File: config.mk
export PLATFORM = sky130hd
export DESIGN_NAME = dds_cfg_scheduler_flat
export DESIGN_NICKNAME = d
export VERILOG_FILES = /design/src/rtl/dds_cfg_scheduler_if.sv /design/src/rtl/dds_cfg_scheduler.sv /design/src/flat_wrapper.sv
export SDC_FILE = /design/constraint.sdc
export NUM_CORES = 1
export LEC_CHECK = 0
export ABC_AREA = 1
export CORE_MARGIN = 2
export CORE_UTILIZATION = 30
export DETAILED_ROUTE_END_ITERATION = 7
export GPL_ROUTABILITY_DRIVEN = 0
export HOLD_SLACK_MARGIN = 0.06
export PLACE_DENSITY = 0.59
export SYNTH_ARGS = -nofsm -noshare
export SYNTH_HDL_FRONTEND = slang
export SYNTH_SLANG_ARGS = --single-unit
File: constraint.sdc
create_clock -name IO_main_clk -period 1.7 [get_ports IO_main_clk]
set_input_delay 0.34 -clock IO_main_clk [delete_from_list [all_inputs] [get_ports IO_main_clk]]
set_output_delay 0.34 -clock IO_main_clk [all_outputs]
set_load 0.05 [all_outputs]
File: src/rtl/dds_cfg_scheduler_if.sv
// Write-port bundle for dds_cfg_scheduler: config request side, dispatcher
// writeback side and the shared BlockRam write port.
// slave modport = scheduler, master modport = the surrounding system.
interface dds_cfg_scheduler_if #(
    parameter int unsigned ADDR_W     = 10,
    parameter int unsigned FIFO_DEPTH = 4
);
    // Config front end
    logic                          cfg_valid;
    logic                          cfg_ready;
    logic [ADDR_W-1:0]             cfg_addr;
    logic [17:0]                   cfg_data;
    logic [$clog2(FIFO_DEPTH):0]   cfg_level;

    // Dispatcher writeback
    logic                          dsp_busy;
    logic                          dsp_w_en;
    logic [ADDR_W-1:0]             dsp_w_addr;
    logic [8:0]                    dsp_w_value_L;
    logic [8:0]                    dsp_w_value_H;

    // Shared RAM write port
    logic                          ram_w_en;
    logic [ADDR_W-1:0]             ram_w_addr;
    logic [8:0]                    ram_w_value_L;
    logic [8:0]                    ram_w_value_H;

    modport slave (
        input  cfg_valid, cfg_addr, cfg_data,
        input  dsp_busy, dsp_w_en, dsp_w_addr, dsp_w_value_L, dsp_w_value_H,
        output cfg_ready, cfg_level,
        output ram_w_en, ram_w_addr, ram_w_value_L, ram_w_value_H
    );

    modport master (
        output cfg_valid, cfg_addr, cfg_data,
        output dsp_busy, dsp_w_en, dsp_w_addr, dsp_w_value_L, dsp_w_value_H,
        input  cfg_ready, cfg_level,
        input  ram_w_en, ram_w_addr, ram_w_value_L, ram_w_value_H
    );
endinterface

File: src/rtl/dds_cfg_scheduler.sv
// DDS register write-port scheduler.
// Merges dispatcher writeback (always wins) with queued config writes, which
// drain one per cycle only while the dispatcher is idle. All RAM outputs are
// registered (1 cycle latency on both paths).
// Optional feature: define DDS_CFG_COALESCE_EN to merge a push into the
// youngest queued entry with the same address instead of appending.
module dds_cfg_scheduler #(
    parameter int unsigned ADDR_W     = 10,
    parameter int unsigned FIFO_DEPTH = 4
) (
    input  logic                    IO_main_clk,
    input  logic                    IO_rst_n,
    dds_cfg_scheduler_if.slave      bus
);

    localparam int unsigned PtrW = $clog2(FIFO_DEPTH);
    localparam int unsigned LvlW = PtrW + 1;
    localparam logic [LvlW-1:0] LvlFull = LvlW'(FIFO_DEPTH);
    localparam logic [LvlW-1:0] LvlOne  = LvlW'(1);

    typedef enum logic [1:0] {
        StIdle    = 2'd0,
        StDrain   = 2'd1,
        StBlocked = 2'd2
    } state_e;

    state_e state_q, state_d;

    // Queue storage and bookkeeping
    logic [ADDR_W-1:0] addr_mem_q [FIFO_DEPTH];
    logic [ADDR_W-1:0] addr_mem_d [FIFO_DEPTH];
    logic [17:0]       data_mem_q [FIFO_DEPTH];
    logic [17:0]       data_mem_d [FIFO_DEPTH];
    logic [PtrW-1:0]   rd_ptr_q, rd_ptr_d;
    logic [PtrW-1:0]   wr_ptr_q, wr_ptr_d;
    logic [LvlW-1:0]   level_q, level_d;

    // Registered RAM port
    logic              ram_w_en_q, ram_w_en_d;
    logic [ADDR_W-1:0] ram_w_addr_q, ram_w_addr_d;
    logic [8:0]        ram_w_value_l_q, ram_w_value_l_d;
    logic [8:0]        ram_w_value_h_q, ram_w_value_h_d;

    logic              full, empty, push, pop, append;
    logic              coalesce_hit;
    logic [PtrW-1:0]   coalesce_idx;

    assign full   = (level_q == LvlFull);
    assign empty  = (level_q == '0);
    // Full rejects a push even when a pop frees a slot in the same cycle.
    assign push   = bus.cfg_valid & ~full;
    assign pop    = (state_q == StDrain) & ~empty & ~bus.dsp_busy & ~bus.dsp_w_en;
    assign append = push & ~coalesce_hit;

`ifdef DDS_CFG_COALESCE_EN
    logic [PtrW-1:0] scan_idx;

    // Find the youngest queued entry matching the push address; the head being
    // popped this cycle is excluded so the new value still reaches the RAM.
    always_comb begin
        coalesce_hit = 1'b0;
        coalesce_idx = '0;
        scan_idx     = '0;
        for (int unsigned k = 0; k < FIFO_DEPTH; k++) begin
            scan_idx = rd_ptr_q + PtrW'(k);
            if ((k < 32'(level_q)) && !((k == 0) && pop) &&
                (addr_mem_q[scan_idx] == bus.cfg_addr)) begin
                coalesce_hit = 1'b1;
                coalesce_idx = scan_idx;
            end
        end
    end
`else
    assign coalesce_hit = 1'b0;
    assign coalesce_idx = '0;
`endif

    // Queue next state: append/overwrite on push, advance head on pop.
    always_comb begin
        addr_mem_d = addr_mem_q;
        data_mem_d = data_mem_q;
        rd_ptr_d   = rd_ptr_q;
        wr_ptr_d   = wr_ptr_q;
        level_d    = level_q;
        if (append) begin
            addr_mem_d[wr_ptr_q] = bus.cfg_addr;
            data_mem_d[wr_ptr_q] = bus.cfg_data;
            wr_ptr_d             = wr_ptr_q + PtrW'(1);
        end
        if (push && coalesce_hit) begin
            data_mem_d[coalesce_idx] = bus.cfg_data;
        end
        if (pop) begin
            rd_ptr_d = rd_ptr_q + PtrW'(1);
        end
        unique case ({append, pop})
            2'b10:   level_d = level_q + LvlOne;
            2'b01:   level_d = level_q - LvlOne;
            default: level_d = level_q;
        endcase
    end

    // FSM next state; a same-cycle push counts as pending work.
    always_comb begin
        state_d = state_q;
        unique case (state_q)
            StIdle: begin
                if (!empty || push) begin
                    state_d = bus.dsp_busy ? StBlocked : StDrain;
                end
            end
            StDrain: begin
                if (bus.dsp_busy && !empty) begin
                    state_d = StBlocked;
                end else if (pop && (level_q == LvlOne) && !push) begin
                    state_d = StIdle;
                end else if (empty && !push) begin
                    state_d = StIdle;
                end
            end
            StBlocked: begin
                if (!bus.dsp_busy) begin
                    state_d = StDrain;
                end
            end
            default: state_d = StIdle;
        endcase
    end

    // RAM port mux: dispatcher first, then queue head; addr/data hold when idle.
    always_comb begin
        ram_w_en_d      = 1'b0;
        ram_w_addr_d    = ram_w_addr_q;
        ram_w_value_l_d = ram_w_value_l_q;
        ram_w_value_h_d = ram_w_value_h_q;
        if (bus.dsp_w_en) begin
            ram_w_en_d      = 1'b1;
            ram_w_addr_d    = bus.dsp_w_addr;
            ram_w_value_l_d = bus.dsp_w_value_L;
            ram_w_value_h_d = bus.dsp_w_value_H;
        end else if (pop) begin
            ram_w_en_d      = 1'b1;
            ram_w_addr_d    = addr_mem_q[rd_ptr_q];
            ram_w_value_l_d = data_mem_q[rd_ptr_q][8:0];
            ram_w_value_h_d = data_mem_q[rd_ptr_q][17:9];
        end
    end

    // FSM state register
    always_ff @(posedge IO_main_clk or negedge IO_rst_n) begin
        if (!IO_rst_n) begin
            state_q <= StIdle;
        end else begin
            state_q <= state_d;
        end
    end

    // Queue registers; reset discards any queued writes.
    always_ff @(posedge IO_main_clk or negedge IO_rst_n) begin
        if (!IO_rst_n) begin
            for (int i = 0; i < int'(FIFO_DEPTH); i++) begin
                addr_mem_q[i] <= '0;
                data_mem_q[i] <= '0;
            end
            rd_ptr_q <= '0;
            wr_ptr_q <= '0;
            level_q  <= '0;
        end else begin
            addr_mem_q <= addr_mem_d;
            data_mem_q <= data_mem_d;
            rd_ptr_q   <= rd_ptr_d;
            wr_ptr_q   <= wr_ptr_d;
            level_q    <= level_d;
        end
    end

    // RAM output registers
    always_ff @(posedge IO_main_clk or negedge IO_rst_n) begin
        if (!IO_rst_n) begin
            ram_w_en_q      <= 1'b0;
            ram_w_addr_q    <= '0;
            ram_w_value_l_q <= '0;
            ram_w_value_h_q <= '0;
        end else begin
            ram_w_en_q      <= ram_w_en_d;
            ram_w_addr_q    <= ram_w_addr_d;
            ram_w_value_l_q <= ram_w_value_l_d;
            ram_w_value_h_q <= ram_w_value_h_d;
        end
    end

    assign bus.cfg_ready     = ~full;
    assign bus.cfg_level     = level_q;
    assign bus.ram_w_en      = ram_w_en_q;
    assign bus.ram_w_addr    = ram_w_addr_q;
    assign bus.ram_w_value_L = ram_w_value_l_q;
    assign bus.ram_w_value_H = ram_w_value_h_q;

endmodule

File: src/flat_wrapper.sv
// flat-port wrapper written by rule: the top's interface ports become plain ports
module dds_cfg_scheduler_flat 
#(
    parameter int unsigned ADDR_W     = 10,
    parameter int unsigned FIFO_DEPTH = 4
)
  (IO_main_clk, IO_rst_n, bus_cfg_valid, bus_cfg_addr, bus_cfg_data, bus_dsp_busy, bus_dsp_w_en, bus_dsp_w_addr, bus_dsp_w_value_L, bus_dsp_w_value_H, bus_cfg_ready, bus_cfg_level, bus_ram_w_en, bus_ram_w_addr, bus_ram_w_value_L, bus_ram_w_value_H);
  dds_cfg_scheduler_if #(.ADDR_W(ADDR_W), .FIFO_DEPTH(FIFO_DEPTH)) bus_i ();
  input  logic IO_main_clk;
  input  logic IO_rst_n;
  input wire logic [$bits(bus_i.cfg_valid)-1:0] bus_cfg_valid;
  input wire logic [$bits(bus_i.cfg_addr)-1:0] bus_cfg_addr;
  input wire logic [$bits(bus_i.cfg_data)-1:0] bus_cfg_data;
  input wire logic [$bits(bus_i.dsp_busy)-1:0] bus_dsp_busy;
  input wire logic [$bits(bus_i.dsp_w_en)-1:0] bus_dsp_w_en;
  input wire logic [$bits(bus_i.dsp_w_addr)-1:0] bus_dsp_w_addr;
  input wire logic [$bits(bus_i.dsp_w_value_L)-1:0] bus_dsp_w_value_L;
  input wire logic [$bits(bus_i.dsp_w_value_H)-1:0] bus_dsp_w_value_H;
  output wire logic [$bits(bus_i.cfg_ready)-1:0] bus_cfg_ready;
  output wire logic [$bits(bus_i.cfg_level)-1:0] bus_cfg_level;
  output wire logic [$bits(bus_i.ram_w_en)-1:0] bus_ram_w_en;
  output wire logic [$bits(bus_i.ram_w_addr)-1:0] bus_ram_w_addr;
  output wire logic [$bits(bus_i.ram_w_value_L)-1:0] bus_ram_w_value_L;
  output wire logic [$bits(bus_i.ram_w_value_H)-1:0] bus_ram_w_value_H;
  assign bus_i.cfg_valid = bus_cfg_valid;
  assign bus_i.cfg_addr = bus_cfg_addr;
  assign bus_i.cfg_data = bus_cfg_data;
  assign bus_i.dsp_busy = bus_dsp_busy;
  assign bus_i.dsp_w_en = bus_dsp_w_en;
  assign bus_i.dsp_w_addr = bus_dsp_w_addr;
  assign bus_i.dsp_w_value_L = bus_dsp_w_value_L;
  assign bus_i.dsp_w_value_H = bus_dsp_w_value_H;
  assign bus_cfg_ready = bus_i.cfg_ready;
  assign bus_cfg_level = bus_i.cfg_level;
  assign bus_ram_w_en = bus_i.ram_w_en;
  assign bus_ram_w_addr = bus_i.ram_w_addr;
  assign bus_ram_w_value_L = bus_i.ram_w_value_L;
  assign bus_ram_w_value_H = bus_i.ram_w_value_H;
  dds_cfg_scheduler #(.ADDR_W(ADDR_W), .FIFO_DEPTH(FIFO_DEPTH)) u_core (.IO_main_clk(IO_main_clk), .IO_rst_n(IO_rst_n), .bus(bus_i));
endmodule
## After elaboration in Yosys (flattened, before gate mapping)

Index checks and enable logic that the tools add are counted.

| operators by class | value |
|---|---|
| add/sub/neg operators | 4 |
| magnitude comparators | 3 |
| equality and inequality tests | 9 |
| muxes and demuxes | 28 |
| bitwise gates (word level) | 10 |
| reduce and logical (&&, ||, !) cells | 13 |

Operators with widths:

| operator | number |
|---|---|
| $bwmux W72 | 1 |
| $mux W18 | 3 |
| $mux W10 | 5 |
| $bwmux W40 | 1 |
| $bmux W18 S2 | 1 |
| $demux W18 S2 | 1 |
| $mux W9 | 4 |
| $bmux W10 S2 | 1 |
| $demux W10 S2 | 1 |
| $mux W2 | 6 |
| $ge A3 B3 Y1 const B | 2 |
| $not A2 Y3 | 2 |
| $pmux W2 S3 | 1 |
| $pmux W3 S2 | 1 |
| $logic_and A1 B1 Y1 | 5 |
| $add A2 B1 Y2 const B | 2 |
| $and A1 B1 Y1 | 4 |
| $eq A2 B1 Y1 const B | 2 |
| $eq A2 B2 Y1 const B | 2 |
| $ne A4 B4 Y1 const B | 1 |
| $not A1 Y1 | 4 |
| $reduce_bool A2 Y1 | 2 |
| $add A3 B1 Y3 const B | 1 |
| $eq A3 B1 Y1 const B | 1 |
| 11 further kinds | 13 |

| storage, ports and cells | value |
|---|---|
| register bits | 150 |
| input bits | 61 |
| output and inout bits | 33 |
| logic and storage cells | 83 |

## Longest topological paths before layout

| depth | value |
|---|---|
| depth after elaboration | 10 |
| mapped depth | 11 |
| gate-level depth less buffers | 11 |

## Worst setup path after synthesis

Ideal clock, no wire load.

| timing path | value |
|---|---|
| path kind | reg2reg |
| start | register u_core.level_q[0] (netlist: u_core.bus.cfg_level[0]) |
| end | register u_core.level_q[2] (netlist: u_core.bus.cfg_level[2]) |
| data arrival time | 2.275 ns |
| path slack | -0.694 ns |
| cell stages (with the launch flop) | 10 |
| path buffers | 0 |
| clock period less this slack | 2.394 ns |
| cells stage by stage | dfrtp_1 > inv_1 > ha_1 > nand2_1 > nand2_2 > ha_1 > nor2_1 > o21ai_0 > xor2_1 > inv_1 |

| on the way | value |
|---|---|
| elaborated cells on any way between the ends | 14 |
| those cells by class | add/sub: 2; eq/ne: 3; mux: 1; bitwise: 6; reduce/logical: 2 |

RTL lines:

| item | RTL line | RTL |
|---|---|---|
| from (decl) | dds_cfg_scheduler.sv:36 | `logic [LvlW-1:0] level_q, level_d;` |
| from (signal assigned) | dds_cfg_scheduler.sv:173 | `level_q <= level_d;` |
| $eq A3 B3 Y1 (*) | dds_cfg_scheduler.sv:48 | `assign full = (level_q == LvlFull);` |
| $not A1 Y1 (*) | - |  |
| net bus_cfg_ready | flat_wrapper.sv:19 | `output wire logic [$bits(bus_i.cfg_ready)-1:0] bus_cfg_ready;` |
| $and A1 B1 Y1 (*) | dds_cfg_scheduler.sv:51 | `assign push = bus.cfg_valid & ~full;` |
| $eq A2 B1 Y1 or $eq A2 B2 Y1 (tied branches) | dds_cfg_scheduler.sv:96 | `unique case ({append, pop})` |
| $pmux W3 S2 or $reduce_bool A2 Y1 (tied branches) | - |  |

The timed path passes the listed nets; every way through them passes the cells marked *.
A chain may end at the register's enable or synchronous reset.

## Worst setup path after layout

| timing path | value |
|---|---|
| start | register u_core.level_q[0] (netlist: u_core.bus.cfg_level[0]) |
| end | register u_core.ram_w_value_h_q[7] (netlist: u_core.bus.ram_w_value_H[7]) |

| on the way | value |
|---|---|
| cells in the longest elaborated chain, start to end | 6 |

Ends and longest elaborated chain:

| item | RTL line | RTL |
|---|---|---|
| $logic_not A3 Y1 | dds_cfg_scheduler.sv:49 | `assign empty = (level_q == '0);` |
| $not A1 Y1 | dds_cfg_scheduler.sv:52 | `assign pop = (state_q == StDrain) & ~empty & ~bus.dsp_busy & ~bus.dsp_w_en;` |
| $and A1 B1 Y1 (3 in series) | dds_cfg_scheduler.sv:52 |  |
| $reduce_bool A2 Y1 (no source line) | - |  |
| to (signal assigned) | dds_cfg_scheduler.sv:188 | `ram_w_value_h_q <= ram_w_value_h_d;` |
| to (decl) | dds_cfg_scheduler.sv:42 | `logic [8:0] ram_w_value_h_q, ram_w_value_h_d;` |

No other way between the ends.

==> summary.md <==
| Metric | Value |
|---|---|
| Outcome | finished clean |
| Maximum number of pins on one net before global-route repair | 59 |
| Setup-failing EPs final | 0 |
| Via-per-instance ratio | 4.46 |
| Most common cell after layout, fill and taps aside | nand2_1 |
| Worst EP arrival | 1.92 ns |
| Fmax | 0.620 GHz |
| Via count | 5724 |
| Worst-Skew Late Latency | 0.42 ns |
| Die W | 157 um |
| Clk sinks | 150 |
| Worst path cell trace | inv_2 -> ha_4 -> nand2_2 -> nand2_4 -> buf_6 -> nor2_4 -> nor2_4 -> buf_12 -> clkbuf_16 -> nor2_2 -> nand2_1 -> nand2_1 |
| Synth area leaders | dfrtp_1, nand2_1, o21ai_0, inv_1, nor2_1 |
| Tcrit/Tclk final | 0.948 |
| Post-DP HPWL | 10800 um |
| Final #Nets | 1026 |
| Top-area cell type share of the netlist area | 0.535 |
| Synthesis-to-layout area growth | 30.5% |
| Worst setup path category | flip-flop to flip-flop |
| Post-route DRC | 0 |
| Total chip power | 0.0171 W |
| Crit path launch | u_core.bus.cfg_level[0] |
| Final hold violation count | 0 |
| First-pass GRT wire length | 27300 um |
| Wire length per cell | 13.7 um |
| Area of the mapped netlist | 7010 um^2 |
| Met1 usage | 0.208 |
| Synth warnings | 0 |
| Syn avg cell area | 8.14 um^2 |
| Fill cells | 2271 |
| Met2 usage | 0.207 |
| Actual slew at the worst max-slew pin | 0.372 ns |
| Required @ worst endpoint | 2.01 ns |
| Hold WS | 0.366 ns |
| Worst Reg-to-Reg Cells | 12 |
| Slowest cell delay on critical path | 0.41 ns |
| Sequential area share after synthesis | 0.535 |
| H-tree level count | 4 |
| Gr busiest metal | met1 |
| Min Tclk post-route | 1.61 ns |
| Inserted Clock Buffers | 17 |
| CP max-delay cell | dfrtp_2 |
| Antenna Nets Post-Route | 0 |
| Die Ht | 157 um |
| Initial antenna violation count | 1 |
| Final Util | 0.402 |
| Layout Skew | 0.00753 ns |
| Pwr dens | 1860 nW/um^2 |
| Min-delay worst type | input port to asynchronous set/reset pin |
| ANT cells | 0 |
| Cell family with most CP delay | buffers and inverters |
| Post-synth cell types | 23 |
| CP endpoint kind | flip-flop |
| Rel. slew slack | 0.752 |
| Setup TNS | 0 ns |
| Core area | 22800 um^2 |
| GR Util met3 | 0.0319 |
| Syn Inst Count | 862 |
| Clock root buffer | clkbuf_16 |
| Share of cells above drive strength 1 | 0.125 |
| Die Footprint | 24600 um^2 |
| Crit path buf inv count | 4 |
| Initial DRC Count | 363 |
| Worst-case clock buffer depth | 2 |
| CTS tree | built |
| Detailed Routing Iterations Pass 1 | 5 |
| Final Max Tran Viols | 0 |
| Overflow after GRT | 0 |
| Vias in the first global route | 5160 |
| # Max-Cap Violations | 0 |
| Leak pwr | 4.43 nW |
| Crit path max fanout | 14 |
| Startpoint types | flip-flop |
| Rows | 55 |
| Synthesized net count | 932 |
| WP depth | 12 |
| GRT Overall Usage | 0.141 |
| Number of buffers added on ports | 93 |
| Biggest area consumer among synthesized cells | dfrtp_1 |
| VDD IR max | 0.720 mV |
| Commonest cells after routing, fill and taps aside | nand2_1, dfrtp_1, o21ai_0, inv_1, nor2_1 |
| RR Startpoint | u_core.bus.cfg_level[0] |
| Initial Utilization | 0.308 |
| Clk slew on worst S/H paths | 0.06 ns |
| Yosys reg bits | 150 |
| I/O pins | 94 |
| Routed wire length | 17600 um |
## cell usage after synthesis
| cell | n |
|---|---|
| buf_2 | 26 |
| nor2_2 | 3 |
| nand2_2 | 1 |
| xnor2_1 | 2 |
| o211ai_1 | 28 |
| dfrtp_1 | 150 |
| a21oi_1 | 28 |
| o21ai_1 | 4 |
| nand2_1 | 244 |
| ha_1 | 9 |
| inv_2 | 1 |
| nor2_1 | 63 |
| nor3_2 | 1 |
| nand3b_1 | 1 |
| o21ai_0 | 140 |
| buf_1 | 1 |
| inv_1 | 99 |
| clkbuf_1 | 12 |
| xor2_1 | 3 |
| buf_6 | 3 |
| nand3_1 | 29 |
| buf_4 | 13 |
| o31ai_1 | 1 |
## registers in the layout, indices dropped and copies added, names as in the netlist
name	count
u_core.bus.ram_w_en	1
u_core.bus.ram_w_value_H	9
u_core.rd_ptr_q	2
u_core.addr_mem_q	40
u_core.bus.ram_w_addr	10
u_core.data_mem_q	72
u_core.wr_ptr_q	2
u_core.bus.ram_w_value_L	9
u_core.state_q	2
u_core.bus.cfg_level	3
## report_power, final
| group | switching [W] | internal (W) |
|---|---|---|
| Clock | 0.00142 | 0.00213 |
| Sequential | 0.000929 | 0.00523 |
| Combinational | 0.00458 | 0.00277 |
## area by class of cell
cell class                 count  area, um^2  area share
sequential                   150        3760       0.411
multi-input combinational    557        2640       0.288
timing repair buffer         130        1420       0.155
clock buffer                  25         526      0.0574
tap                          313         392      0.0428
inverter                     100         378      0.0413
clock inverter                 7        42.5     0.00465
## stage by stage
step / instances / cell area, um^2 / setup WS, ns
after floorplan: 862 / 7060 / -0.188
after global placement: 1242 / 8430 / -0.147
after detailed placement: 1242 / 8430 / -0.143
after CTS: 1275 / 9010 / 0.0427
after global routing: 1282 / 9150 / -0.00766
final: 1282 / 9150 / 0.0876
## final timing paths
| kind | endpoint | slack [ns] |
|---|---|---|
| max | u_core.bus.ram_w_value_H[7] | 0.09 |
| min | u_core.bus.ram_w_value_H[4] | 0.37 |
| max reg2reg | u_core.bus.ram_w_value_H[7] | 0.09 |
| min reg2reg | u_core.data_mem_q[32] | 0.48 |
| max in group asynchronous | u_core.rd_ptr_q[1] | 0.79 |
| min in group IO_main_clk | u_core.data_mem_q[32] | 0.48 |
## cell families (layout without fill, tap and decap cells)
| group | Yosys count | after routing | share of synthesized area |
|---|---|---|---|
| and+or+nand+nor | 342 | 342 | 0.191 |
| AOI/OAI and AO/OA | 201 | 201 | 0.154 |
| buffers and inverters | 155 | 262 | 0.0977 |
| adders and majority gates | 9 | 9 | 0.0161 |
| DFF | 150 | 150 | 0.535 |
| xor gates and xnor gates | 5 | 5 | 0.00624 |
## layer usage
metal / part of all wire / vias up
met5: 0.00091 / -
met4: 0.0087 / 2
met3: 0.040 / 9
met2: 0.44 / 105
met1: 0.50 / 2692
li1: - / 2916
## what timing repair did
item / CTS / global route
gates resized for setup: 0 / 4
setup endpoints to repair: 0 / 32
endpoints found under the hold margin: 22 / 0
hold buffers: 1 / 0
setup buffers: 0 / 2
No activity file was read; power rests on OpenSTA's default activity.
==> edit (config.mk and constraints unchanged) <==
`ram_w_addr_q`, `ram_w_value_l_q` and `ram_w_value_h_q` no longer have a reset.
--- a/src/rtl/dds_cfg_scheduler.sv
+++ b/src/rtl/dds_cfg_scheduler.sv
@@ -179,13 +179,13 @@
         if (!IO_rst_n) begin
             ram_w_en_q      <= 1'b0;
-            ram_w_addr_q    <= '0;
-            ram_w_value_l_q <= '0;
-            ram_w_value_h_q <= '0;
         end else begin
             ram_w_en_q      <= ram_w_en_d;
-            ram_w_addr_q    <= ram_w_addr_d;
-            ram_w_value_l_q <= ram_w_value_l_d;
-            ram_w_value_h_q <= ram_w_value_h_d;
-        end
+        end
+    end
+
+    always_ff @(posedge IO_main_clk) begin
+        ram_w_addr_q    <= ram_w_addr_d;
+        ram_w_value_l_q <= ram_w_value_l_d;
+        ram_w_value_h_q <= ram_w_value_h_d;
     end
 
Check against the original RTL: not equivalent (Yosys sat finds a counterexample within 4 cycles, from zero or initial values and one cycle with IO_rst_n low).
==> edit against the original RTL <==
Sequential cell count unchanged. Wire length shrank 5.5%. Area after synthesis increased by 0.55%. Setup slack got worse by 0.044 ns. Die area increased by 0.54%. Power fell by 1.2%. Non-clock buffer count increased by 5. Design area is 1.2% lower. Highest routed layer is now met4.
==> edit: results <==
export IMPL_ir_worst_vdd_mv=0.7504
export IMPL_htreeDepth=4
export IMPL_ys_types=26
export IMPL_final_hold_viol_count=0
export IMPL_dp_hpwl_mm=10.86
export IMPL_wl_met2_mm=7.917
export IMPL_grt_pass1_vias=5325
export IMPL_met3_length_microns=686
export IMPL_via_per_inst=4.483
export IMPL_track_usage=0.1427
export IMPL_hold_class="in2async"
export IMPL_grt_pass1_wl_mm=27.32
export IMPL_ys_async_sr_fraction=0.8133
export IMPL_regMostFlops="u_core.data_mem_q"
export IMPL_leakagePower_nw=4.044
export IMPL_highest_layer="met4"
export IMPL_cp_max_fo=3
export IMPL_synth_edf_count=28
export IMPL_diodes=0
export IMPL_clockBufferDepth=2
export IMPL_grt_max_degree=42
export IMPL_yosys_top_cells_count="nor2_1, dfrtp_1, nand2_1, o21ai_0, o21ai_2"
export IMPL_largest_reg_flops=72
export IMPL_place_ws_ns=-0.1412
export IMPL_yosysSeqAreaShare=0.5521
export IMPL_fin_nets=920
export IMPL_synthTopCellsByArea="dfrtp_1, edfxtp_1, o21ai_2"
export IMPL_path_clk_slew_ns=0.07
export IMPL_drtIter0Drc=279
export IMPL_skew_ns=0.01619
export IMPL_drive_gt1_frac=0.2457
export IMPL_outcome="complete, no violations"
export IMPL_worst_pin_slew_ns=0.4662
export IMPL_wl_met1_mm=7.830
export IMPL_ys_warn_count=0
export IMPL_place_area_sq_mm=0.008432
export IMPL_postRouteWirelength_mm=16.59
export IMPL_synth_top_area_cell="dfrtp_1"
export IMPL_synth_nets=813
export IMPL_cts_buffers=17
export IMPL_fillers=2392
export IMPL_antenna_found_initial=0
edit: timing repair:
item,4_1_cts,5_1_grt
endpoints found under the setup margin,0,2
buffers inserted,0,5
hold endpoints to repair,20,0
hold buffers,1,0
gates resized for setup,0,7
edit: area by class of cell:
class	count	share of cell area
Sequential cell	150	0.4314
Multi-Input combinational cell	501	0.2951
Timing Repair Buffer	135	0.1495
Clock buffer	17	0.04706
Tap cell	319	0.04415
Inverter	45	0.01979
Clock inverter	15	0.01301
edit: logic make-up (layout without fill, tap and decap cells):
group | after synthesis | count (layout) | synth area share
XOR/XNOR | 5 | 5 | 0.006210
AND/OR/NAND/NOR | 285 | 285 | 0.1614
flip-flops | 150 | 150 | 0.5521
AO/OA/AOI/OAI | 202 | 202 | 0.1859
buffers and inverters | 92 | 212 | 0.07841
adder cells (fa/ha/maj) | 9 | 9 | 0.01597
edit: worst paths after layout:
path	start	to	slack (ns)	depth (start not counted)
worst max register to register	u_core.bus.cfg_level[1]	u_core.bus.cfg_level[2]	0.11	10
worst min-delay path	IO_rst_n	u_core.addr_mem_q[8]	0.37	2
max in group asynchronous	IO_rst_n	u_core.data_mem_q[0]	0.77	3
worst min register to register	u_core.data_mem_q[44]	u_core.data_mem_q[44]	0.48	2
worst max-delay path	u_core.bus.cfg_level[1]	bus_cfg_ready	0.04	4
min in group IO_main_clk	u_core.data_mem_q[44]	u_core.data_mem_q[44]	0.48	2
edit: metrics by stage:
| step | instances | total power [mW] | hold slack [ns] | utilization |
|---|---|---|---|---|
| 2_1_floorplan | 743 | 11.37 | 0.04441 | - |
| 3_3_place_gp | 1144 | 13.23 | 0.2777 | 0.3625 |
| 3_5_place_dp | 1144 | 13.36 | 0.2783 | 0.3625 |
| 4_1_cts | 1177 | 16.94 | 0.3652 | 0.3862 |
| 5_1_grt | 1182 | 18.14 | 0.3844 | 0.3886 |
| 6_report | 1182 | 16.85 | 0.3669 | 0.3886 |
edit: power by group:
group	internal [mW]	total (mW)	switching, mW
Sequential	5.33	6.12	0.792
Combinational	2.80	7.20	4.40
Clock	1.89	3.52	1.63
edit: metal layers:
metal  vias to the layer above  GRT usage
li1                       2661          -
met1                      2537     0.1865
met2                        89     0.2327
met3                        12    0.03497
met4                         0    0.04589
met5                         -          0
edit: critical path: stages (launching register included):
cell and delay [ns]:
dfrtp_2 0.43, inv_4 0.07, ha_4 0.16, nand2_4 0.07, buf_12 0.15
